<file path="config.mk">
export PLATFORM = sky130hd
export DESIGN_NAME = bit16_add_arbiter
export DESIGN_NICKNAME = d
export VERILOG_FILES = /design/src/rtl/bit16_add_arbiter.sv
export SDC_FILE = /design/constraint.sdc
export NUM_CORES = 1
export LEC_CHECK = 0
export BUFFER_PORTS_ARGS = -buffer_cell sky130_fd_sc_hd__buf_2
export CORE_ASPECT_RATIO = 0.9
export CORE_MARGIN = 2
export CORE_UTILIZATION = 32
export CTS_BUF_LIST = sky130_fd_sc_hd__clkbuf_4 sky130_fd_sc_hd__clkbuf_8
export CTS_CLUSTER_SIZE = 25
export DETAILED_ROUTE_END_ITERATION = 7
export SYNTH_ARGS = -nofsm -noshare
export SYNTH_HDL_FRONTEND = slang
export SYNTH_SLANG_ARGS = --single-unit
</file>
<file path="constraint.sdc">
create_clock -name clk -period 17 [get_ports clk]
set_clock_uncertainty 0.1 [all_clocks]
set_input_delay 0 -clock clk [delete_from_list [all_inputs] [get_ports clk]]
set_output_delay 0 -clock clk [all_outputs]
set_load 0.01 [all_outputs]
</file>
<file path="src/rtl/bit16_add_arbiter.sv">
// Two-requester round-robin front end for one shared 16-bit ripple-carry adder.
// Accepts one operand set at a time and gives the ripple chain a full cycle to settle.

module bit16_full_adder (
  input  logic a,
  input  logic b,
  input  logic ci,
  output logic s,
  output logic co
);
  assign s  = a ^ b ^ ci;
  assign co = (a & b) | (ci & (a ^ b));
endmodule

module bit16_ripple_adder (
  input  logic [15:0] a,
  input  logic [15:0] b,
  input  logic        cin,
  output logic [15:0] sum,
  output logic        cout
);
  logic [16:0] c;

  assign c[0] = cin;
  bit16_full_adder u_fa [15:0] (
    .a  (a),
    .b  (b),
    .ci (c[15:0]),
    .s  (sum),
    .co (c[16:1])
  );
  assign cout = c[16];
endmodule

module bit16_add_arbiter (
  input  logic        clk,
  input  logic        rst,
  input  logic [1:0]  req_valid,
  input  logic [15:0] req_a0,
  input  logic [15:0] req_b0,
  input  logic        req_cin0,
  input  logic [15:0] req_a1,
  input  logic [15:0] req_b1,
  input  logic        req_cin1,
  output logic [1:0]  req_ready,
  output logic        rsp_valid,
  output logic        rsp_id,
  output logic [15:0] rsp_sum,
  output logic        rsp_carry,
  input  logic        rsp_ready,
  output logic        busy
);
  typedef enum logic [1:0] {IDLE, CALC, RESP} state_t;

  state_t      state_q, state_d;
  logic        last_q, last_d;
  logic [15:0] op_a_q, op_a_d;
  logic [15:0] op_b_q, op_b_d;
  logic        op_cin_q, op_cin_d;
  logic        rsp_id_q, rsp_id_d;
  logic [15:0] rsp_sum_q, rsp_sum_d;
  logic        rsp_carry_q, rsp_carry_d;

  logic        gnt_id;
  logic        accept;
  logic [15:0] add_sum;
  logic        add_cout;

  // Adder sees only the operand registers, so the whole CALC cycle is available to it.
  bit16_ripple_adder u_add (
    .a    (op_a_q),
    .b    (op_b_q),
    .cin  (op_cin_q),
    .sum  (add_sum),
    .cout (add_cout)
  );

  // On a tie, the requester not served last wins; a lone request always wins.
  always_comb begin
    gnt_id = req_valid[1];
    if (&req_valid) gnt_id = ~last_q;
  end

  // Reset gates the grant so nothing is captured on a reset edge.
  assign accept    = (state_q == IDLE) && (|req_valid) && !rst;
  assign req_ready = accept ? (gnt_id ? 2'b10 : 2'b01) : 2'b00;

  always_comb begin
    state_d     = state_q;
    last_d      = last_q;
    op_a_d      = op_a_q;
    op_b_d      = op_b_q;
    op_cin_d    = op_cin_q;
    rsp_id_d    = rsp_id_q;
    rsp_sum_d   = rsp_sum_q;
    rsp_carry_d = rsp_carry_q;
    case (state_q)
      IDLE: begin
        if (accept) begin
          op_a_d   = gnt_id ? req_a1   : req_a0;
          op_b_d   = gnt_id ? req_b1   : req_b0;
          op_cin_d = gnt_id ? req_cin1 : req_cin0;
          rsp_id_d = gnt_id;
          last_d   = gnt_id;
          state_d  = CALC;
        end
      end
      CALC: begin
        rsp_sum_d   = add_sum;
        rsp_carry_d = add_cout;
        state_d     = RESP;
      end
      RESP: begin
        if (rsp_ready) state_d = IDLE;
      end
      default: state_d = IDLE;
    endcase
  end

  always_ff @(posedge clk) begin
    if (rst) begin
      state_q     <= IDLE;
      last_q      <= 1'b1;
      op_a_q      <= '0;
      op_b_q      <= '0;
      op_cin_q    <= 1'b0;
      rsp_id_q    <= 1'b0;
      rsp_sum_q   <= '0;
      rsp_carry_q <= 1'b0;
    end else begin
      state_q     <= state_d;
      last_q      <= last_d;
      op_a_q      <= op_a_d;
      op_b_q      <= op_b_d;
      op_cin_q    <= op_cin_d;
      rsp_id_q    <= rsp_id_d;
      rsp_sum_q   <= rsp_sum_d;
      rsp_carry_q <= rsp_carry_d;
    end
  end

  assign rsp_valid = (state_q == RESP);
  assign rsp_id    = rsp_id_q;
  assign rsp_sum   = rsp_sum_q;
  assign rsp_carry = rsp_carry_q;
  assign busy      = (state_q != IDLE);
endmodule
</file>
==> metrics, run 1 <==
status=complete, but fails checks; failing checks=hold timing; count of cell types in the netlist=24; Clk network pwr share=0.225; RSZ-0062 raised after global routing=false; power per cell area=around 80 nW/um^2; Slew Viols, Final=0; Syn Inst Count=between 200 and 300; clk buf depth=2; Async SR Flop Fraction=0; DR pass1 iterations=4; P&R area growth vs syn=30.28%; Final #Nets=between 400 and 500; Worst EP required=17120 ps; CTS root buf=clkbuf_8; worst-path maximum fanout=2; switching share of power=0.3127; Final setup viols=0; HPWL after detailed placement=between 4000 and 5000 um; Max Cap Violations=0; largest family of logic cells by synthesized area=compound AO/OA/AOI/OAI gates; P_int=around 0.21 mW; die area=around 9800 um^2; startpoint type of the worst setup path=register; share of layout cells above drive strength 1=0.3517; Num CTS Buffers=5; Multi-input gate area=between 1500 and 2000 um^2; Starting Density=0.3330; crit path kind=reg -> reg; Tot Pwr=roughly 0.3 mW; antenna violations before repair=0; I/O Pins=93; CTS tree=done; routed vias/inst=roughly 4.8; die width=104.0 um; antenna violation net count after detailed routing=0; post-layout util=0.4339; wire per inst=14.46 um; Post-Route WL=about 7200 um; complex-gate fraction of the synthesized area=0.2493; dominant synthesized flop cell=dfxtp_1; hold crit path type=in -> reg; cell accounting for the most synthesized area=dfxtp_1; Ys Warns=0; Max transition margin=0.1733; die height=between 90 and 100 um; final hold viol count=3; worst hold start=req_b1[2]; Flop pwr share=0.490; Total GRT Usage=0.1510; DRC errors left=0; global-route wire length before repair=11740 um; IO buf count=a little over 90; Storage cell area=about 1100 um^2; Post-Synth Adder-Cell Area=0.1112; period utilisation layout=0.4637; RD Place Congestion=0.8002; TNS Setup=0 ps; syn_nets=~360; clk slew on worst S/H paths=90 ps; post-synthesis xor/xnor area fraction=0; worst-margin pin slew=~1200 ps; Reg-to-Reg Start=op_cin_q$_SDFFE_PP0P_; Synth Area in Simple Gates=0.06603; CTS H-tree depth=2; Skew-Pair Late Insertion Delay=around 310 ps; shortest period the worst path allows=~7900 ps; Core Region=~8600 um^2; post-synth top area share=0.3753; largest net degree at the start of global routing=57; initial detailed-routing violation count=164; Comb pwr share=0.286; Post-synth top cells=54 x dfxtp_1, 33 x mux2i_1, 30 x a31oi_1, 29 x nand2_1, 28 x a211oi_2; sw power=approximately 0.094 mW; Post-Synthesis Cell Area=2880 um^2; fill cell count=about 840; Yosys reg bits=54; Post-synth EDFFs=0; Lkg Pwr=about 1.6 nW; Max Clk Rate=126.9 MHz; sequential share of the synthesized area=0.3753; CP Capture Type=register; Core Rows=32; GRT overflow=0; number of diodes=0; VDD IR max=~31 uV; most common cell in the synthesized netlist=dfxtp_1; synth top area cells=dfxtp_1 38%, a211oi_2 12%, mux2i_1 11%; data arrival time of the critical path=around 8000 ps; WHS=-13.59 ps; Setup crit start=op_cin_q$_SDFFE_PP0P_; Vias=2409; Syn Area/Cell=approximately 11 um^2; multiplexer share of the synthesized area=0.1147; Clock Sinks=between 50 and 60; vias in the first global route=about 2300
-- final timing paths --
path,to,slack [ps],cells after the start
worst min-delay path,op_b_q[2]$_SDFFE_PP0P_,-10,3
worst max register to register,rsp_sum[15]$_SDFFE_PP0N_,9120,20
worst min register to register,rsp_sum[7]$_SDFFE_PP0N_,360,2
worst max-delay path,rsp_sum[15]$_SDFFE_PP0N_,9120,20
-- cell usage in the layout, fill, tap and decap left out, types with 2 or more instances in the layout --
cell type / n
a21oi_1: 19
nand2b_1: 2
clkinv_2: 2
buf_2: 92
a211oi_1: 5
mux2i_1: 33
nor2b_1: 2
nor2_1: 5
inv_1: 9
clkbuf_8: 5
nand2_1: 29
a311oi_1: 3
dlygate4sd3_1: 35
fa_1: 16
a211oi_2: 28
buf_4: 4
dfxtp_1: 54
o21ai_0: 2
a31oi_1: 30
-- worst max-delay path, cell delays in order, from the launching register on --
cell and delay (ps):
dfxtp_1 340, fa_1 450, fa_1 460, fa_1 460, fa_1 470, fa_1 460
fa_1 460, fa_1 470, fa_1 470, fa_1 420, inv_1 80, fa_1 170
inv_1 60, fa_1 460, fa_1 460, fa_1 460, fa_1 460, fa_1 420
inv_1 80, fa_1 380, a211oi_1 190
-- timing repair --
item | 4_1_cts | 5_1_grt
hold buffers | 35 | 0
buffers inserted | 0 | 0
gates resized for setup | 0 | 0
hold endpoints to repair | 20 | 0
-- final cells by class --
cell class / count / area share
Multi-Input combinational cell: 180 / 0.4181
Sequential cell: 54 / 0.2881
Timing Repair Buffer: 131 / 0.2241
Tap cell: 119 / 0.03968
Clock buffer: 5 / 0.01834
Inverter: 9 / 0.009003
Clock inverter: 2 / 0.002668
-- per-stage QoR --
stage          cell area [um^2]  instances  setup WS (ps)
2_1_floorplan              2880        270           9346
3_3_place_gp               3323        458           9112
3_5_place_dp               3323        458           9053
4_1_cts                    3752        500           9026
5_1_grt                    3752        500           8825
6_report                   3752        500           9117
-- state kept, by name, summed over array words and instances (netlist names) --
signal	cells
last_q	1
rsp_carry	1
rsp_id	1
op_cin_q	1
op_b_q	16
op_a_q	16
rsp_sum	16
state_q	2
-- per-layer routing --
metal / GRT usage / vias to the layer above / part of all wire
met4: 0.04054 / 0 / 0.0080
met2: 0.2259 / 72 / 0.44
met3: 0.03537 / 4 / 0.050
met5: 0 / - / 0
li1: - / 1192 / -
met1: 0.2179 / 1141 / 0.50
-- cells by family (layout without fill, tap and decap cells) --
kind of cell	after synthesis	in the layout
AO/OA/AOI/OAI	88	88
adder cells (fa/ha/maj)	16	16
buffers and inverters	36	147
flip-flops	54	54
multiplexers	33	33
AND/OR/NAND/NOR	43	43
-- power groups by stage --
stage	sequential (mW)	combinational, mW	clock (mW)
3_3_place_gp	0.150	0.0770	0
5_1_grt	0.149	0.0949	0.0752
2_1_floorplan	0.150	0.0554	0
6_report	0.147	0.0860	0.0677
3_5_place_dp	0.150	0.0781	0
4_1_cts	0.147	0.0865	0.0703
(Power assumes the default switching activity.)
==> run 2: changes to the inputs <==
==> constraint.sdc (replaced) <==
create_clock -name clk -period 7.9 [get_ports clk]
set_clock_uncertainty 0.1 [all_clocks]
set_input_delay 0 -clock clk [delete_from_list [all_inputs] [get_ports clk]]
set_output_delay 0 -clock clk [all_outputs]
set_load 0.01 [all_outputs]
==> metrics, run 2 (synthesis results as in run 1) <==
Max transition margin=0.1819; share of layout cells above drive strength 1=0.3648; worst path cell trace=fa_1, fa_2, fa_1, fa_2, fa_1, fa_2, fa_2, fa_1, fa_1, inv_1, fa_1, inv_1, fa_1, fa_2, fa_1, fa_1, fa_1, inv_1, fa_1, a211oi_1; Vias=~2400; vias in the first global route=about 2300; Starting Density=0.3330; Tot Pwr=between 0.6 and 0.7 mW; die area=9777 um^2; CTS root buf=clkbuf_8; Core Rows=32; WL met3=322 um; CTS H-tree depth=2; status=complete, but fails checks; global-route wire length before repair=approximately 12000 um; DR pass1 iterations=4; crit path buf inv count=3; worst-margin pin slew=approximately 1200 ps; met2 WL post-DR=~3200 um; CP Capture Type=register; most frequent cells in the layout=92 x buf_2, 54 x dfxtp_1, 35 x dlygate4sd3_1, 33 x mux2i_1, 30 x a31oi_1; worst hold start=req_b1[2]; Clock Sinks=54; crit path kind=reg -> reg; final hold viol count=1; Hold Crit Depth=3; clk buf depth=2; Num CTS Buffers=5; hold endpoint=op_b_q[2]$_SDFFE_PP0P_; startpoint type of the worst setup path=register; slowest CP cell=fa_1; Slew Viols, Final=0; WHS=-8.218 ps; I/O Pins=93; most common cell after layout, fill and taps aside=buf_2; failing checks=hold timing; die height=about 94 um; internal reg-to-reg setup slack=280 ps; Core Region=slightly below 9000 um^2; GRT overflow=0; hold crit path type=in -> reg; Lkg Pwr=about 1.5 nW; antenna violation net count after detailed routing=0; Reg-to-Reg Start=op_cin_q$_SDFFE_PP0P_; data arrival time of the critical path=between 7000 and 8000 ps; DRC errors left=0; Post-Route WL=roughly 7000 um; worst-path maximum fanout=2; period utilisation layout=0.9646; DR top layer=met4; Final #Nets=about 470; P&R area growth vs syn=30.71%; Total GRT Usage=0.1509; IO buf count=slightly above 90; Skew-Pair Late Insertion Delay=~300 ps; Worst path most repeated cell=fa_1; VDD IR max=65.12 uV; CP peak stage delay=470 ps; RD Place Congestion=about 0.8; initial detailed-routing violation count=140; antenna violations before repair=0; TNS Setup=0 ps; DRT met1 WL=3587 um; largest net degree at the start of global routing=57; HPWL after detailed placement=just under 5000 um; power per cell area=172.0 nW/um^2; routed vias/inst=about 4.8; Max Cap Violations=0; CTS tree=done; Final setup viols=0; Worst EP required=between 8000 and 9000 ps; FF-to-FF End=rsp_sum[15]$_SDFFE_PP0N_; wire per inst=14.43 um; die width=between 100 and 150 um; cell family with most CP delay=adder cells; shortest period the worst path allows=7620 ps; reg2reg path depth=20; Max Clk Rate=between 100 and 150 MHz; RSZ-0062 raised after global routing=false; clk slew on worst S/H paths=roughly 90 ps; number of diodes=0
## run 2: cell counts in the layout (fill, tap and decap cells not counted)
Identical to the previous run, type by type.
## run 2: worst max path at each step
stage,start,endpoint,cells past startpoint
floorplan,op_cin_q$_SDFFE_PP0P_,rsp_sum[15]$_SDFFE_PP0N_,20
global placement,op_cin_q$_SDFFE_PP0P_,rsp_sum[15]$_SDFFE_PP0N_,20
detailed placement,op_cin_q$_SDFFE_PP0P_,rsp_sum[15]$_SDFFE_PP0N_,20
CTS,op_cin_q$_SDFFE_PP0P_,rsp_sum[15]$_SDFFE_PP0N_,20
global route,op_cin_q$_SDFFE_PP0P_,rsp_sum[15]$_SDFFE_PP0N_,20
finish,op_cin_q$_SDFFE_PP0P_,rsp_sum[15]$_SDFFE_PP0N_,20
## run 2: through the flow
stage	hold slack [ps]	instances	instance area, um^2	utilization	worst slack, ps
final	-8.218	500	3765	0.4353	279.8
after global routing	4.481	500	3765	0.4353	37.48
after CTS	0.1247	500	3757	0.4345	44.96
after detailed placement	170.7	458	3323	0.3843	-46.71
after global placement	173.8	458	3323	0.3843	12.09
after floorplan	81.79	270	2880	-	245.6
## run 2: metal layers
metal,vias to the layer above,global-route usage
met5,-,0
met4,0,0.04054
met3,5,0.03537
met2,66,0.2259
met1,1119,0.2175
li1,1193,-
## run 2: layout make-up
type	count	area, um^2
multi-input combinational	180	1582
timing repair buffer	131	840.8
clock buffer	5	68.82
clock inverter	2	10.01
tap	119	148.9
fill	841	4883
inverter	9	33.78
sequential	54	1081
## run 2: report_power, final
part	switching (mW)	internal, mW
Clock	0.0846	0.0597
Sequential	0.0188	0.299
Combinational	0.0983	0.0877
Total	0.202	0.446
## run 2: worst register-to-register path, cell delays in order, from the launching register on
cell	delay, ps
dfxtp_1	340
fa_1	450
fa_2	410
fa_1	460
fa_2	410
fa_1	460
fa_2	410
fa_2	410
fa_1	460
fa_1	430
inv_1	90
fa_1	170
inv_1	60
fa_1	470
fa_2	410
fa_1	460
fa_1	460
fa_1	420
inv_1	90
fa_1	380
a211oi_1	190
## run 2: what timing repair did
action | 4_1_cts | 5_1_grt
endpoints found under the hold margin | 20 | 0
resized for setup | 2 | 3
hold buffers | 35 | 0
setup endpoints to repair | 1 | 1
buffers inserted | 0 | 0
==> run 3: changes to the inputs <==
--- a/config.mk
+++ b/config.mk
@@ -12,6 +12,7 @@
 export CTS_BUF_LIST = sky130_fd_sc_hd__clkbuf_4 sky130_fd_sc_hd__clkbuf_8
 export CTS_CLUSTER_SIZE = 25
 export DETAILED_ROUTE_END_ITERATION = 7
+export PLACE_DENSITY_LB_ADDON = 0.3
 export SYNTH_ARGS = -nofsm -noshare
 export SYNTH_HDL_FRONTEND = slang
 export SYNTH_SLANG_ARGS = --single-unit
==> metrics, run 3 (synthesis results as in run 1) <==
Max Clk Rate=about 130 MHz; Area after DPL=around 3300 um^2; die width=104.0 um; status=complete, but fails checks; largest net degree at the start of global routing=57; DR pass1 iterations=4; hold crit path type=in -> reg; Final #Nets=roughly 480; CP peak stage delay=between 400 and 500 ps; CP Capture Type=register; post-layout instance area=3939 um^2; worst-path maximum fanout=2; Max transition margin=0.1721; routed vias/inst=about 4.8; Post-Route WL=about 7200 um; slowest CP cell=fa_1; Core Rows=32; RSZ-0062 raised after global routing=false; I/O Pins=93; FF-to-FF End=rsp_sum[15]$_SDFFE_PP0N_; VDD IR max=around 90 uV; crit path kind=reg -> reg; vias in the first global route=approximately 2400; Max Cap Violations=0; data arrival time of the critical path=roughly 7600 ps; Worst EP required=around 8000 ps; Reg-to-Reg Start=op_cin_q$_SDFFE_PP0P_; Lkg Pwr=1.607 nW; HPWL after detailed placement=between 4000 and 5000 um; clk buf depth=2; worst path cell trace=fa_2, fa_1, fa_2, fa_2, fa_1, fa_2, fa_2, fa_2, fa_1, inv_1, fa_1, inv_1, fa_1, fa_2, fa_1, fa_2, fa_1, inv_1, fa_1, a211oi_1; die area=roughly 10000 um^2; shortest period the worst path allows=approximately 7500 ps; Skew-Pair Late Insertion Delay=310 ps; CTS H-tree depth=2; Vias=approximately 2400; antenna violation net count after detailed routing=0; failing checks=hold timing; reg2reg path depth=20; share of layout cells above drive strength 1=0.3648; power per cell area=between 150 and 200 nW/um^2; Slew Viols, Final=0; GRT overflow=0; Clock Sinks=54; CTS root buf=clkbuf_8; RD Place Congestion=around 0.76; wire per inst=14.08 um; P&R area growth vs syn=36.75%; crit path capture=rsp_sum[15]$_SDFFE_PP0N_; Num CTS Buffers=5; most common cell after layout, fill and taps aside=buf_2; clk slew on worst S/H paths=about 100 ps; WHS=-2.748 ps; Final setup viols=0; die height=94.01 um; DRC errors left=0; initial detailed-routing violation count=86; final hold viol count=1; fill cell count=859; IO buf count=92; startpoint type of the worst setup path=register; TNS Setup=0 ps; Starting Density=0.3330; CTS tree=done; Setup crit start=op_cin_q$_SDFFE_PP0P_; period utilisation layout=0.9480; Total GRT Usage=0.1508; antenna violations before repair=1; global-route wire length before repair=~12000 um; Core Region=between 8000 and 9000 um^2; most frequent cells in the layout=92 x buf_2, 54 x dfxtp_1, 45 x dlygate4sd3_1, 33 x mux2i_1, 30 x a31oi_1; internal reg-to-reg setup slack=around 400 ps; worst-margin pin slew=~1200 ps
[run 3: cell types whose count changed in the layout (fill, tap and decap cells not counted)]
| cell | before | now |
|---|---|---|
| dlygate4sd3_1 | 35 | 45 |
| fa_1 | 11 | 8 |
| fa_2 | 5 | 8 |
| bufinv_16 | 0 | 2 |
| clkinv_2 | 2 | 0 |
| clkbuf_8 | 5 | 6 |
| diode_2 | 0 | 1 |
[run 3: report_power, final]
group / internal (mW) / switching [mW]
clock network: 0.135 / 0.0915
logic: 0.0926 / 0.0978
registers: 0.299 / 0.0191
[run 3: final cells by class]
class / instances / area [um^2] / share of cell area
Antenna cell: 1 / 2.502 / 0.0006353
Tap cell: 119 / 148.9 / 0.03780
Inverter: 9 / 33.78 / 0.008577
Clock inverter: 2 / 60.06 / 0.01525
Multi-Input combinational cell: 180 / 1589 / 0.4034
Sequential cell: 54 / 1081 / 0.2745
Timing Repair Buffer: 141 / 940.9 / 0.2389
Clock buffer: 6 / 82.58 / 0.02097
[run 3: worst min path at each step]
stage,from,end,depth (start not counted)
6_report,req_b1[3],op_b_q[3]$_SDFFE_PP0P_,3
5_1_grt,req_b0[12],op_b_q[12]$_SDFFE_PP0P_,3
4_1_cts,req_b0[13],op_b_q[13]$_SDFFE_PP0P_,3
3_5_place_dp,rsp_ready,state_q[1]$_SDFFE_PP0P_,3
3_3_place_gp,rsp_ready,state_q[1]$_SDFFE_PP0P_,3
2_1_floorplan,rsp_ready,state_q[1]$_SDFFE_PP0P_,2
[run 3: metrics by stage]
step	utilization	instances	total power, mW	setup slack [ps]	hold WS, ps
6_report	0.4554	512	0.7348	410.6	-2.748
5_1_grt	0.4554	512	0.7753	51.79	4.405
4_1_cts	0.4514	509	0.7384	56.67	0.7574
3_5_place_dp	0.3843	458	0.4900	-100.6	171.9
3_3_place_gp	0.3843	458	0.4880	1.359	177.9
2_1_floorplan	-	270	0.4417	245.6	81.79
[run 3: metal layers]
| layer | vias up | GRT usage | routed length [um] |
|---|---|---|---|
| met5 | - | 0 | 0 |
| met4 | 0 | 0.03716 | 73 |
| met3 | 7 | 0.03745 | 327 |
| met2 | 60 | 0.2264 | 3114 |
| met1 | 1153 | 0.2168 | 3696 |
| li1 | 1225 | - | - |
[run 3: repair_timing]
item / in CTS / in global routing
resized for setup: 3 / 5
buffers inserted: 0 / 0
endpoints found under the hold margin: 23 / 1
endpoints found under the setup margin: 1 / 1
hold buffers: 43 / 2
[run 3: worst max-delay path: cells and delay by family, from the launching register on]
kind                       cells  cell delay [ps]
adders and majority gates     16             6540
AOI/OAI and AO/OA              1              190
buffers and inverters          3              240
DFF                            1              350
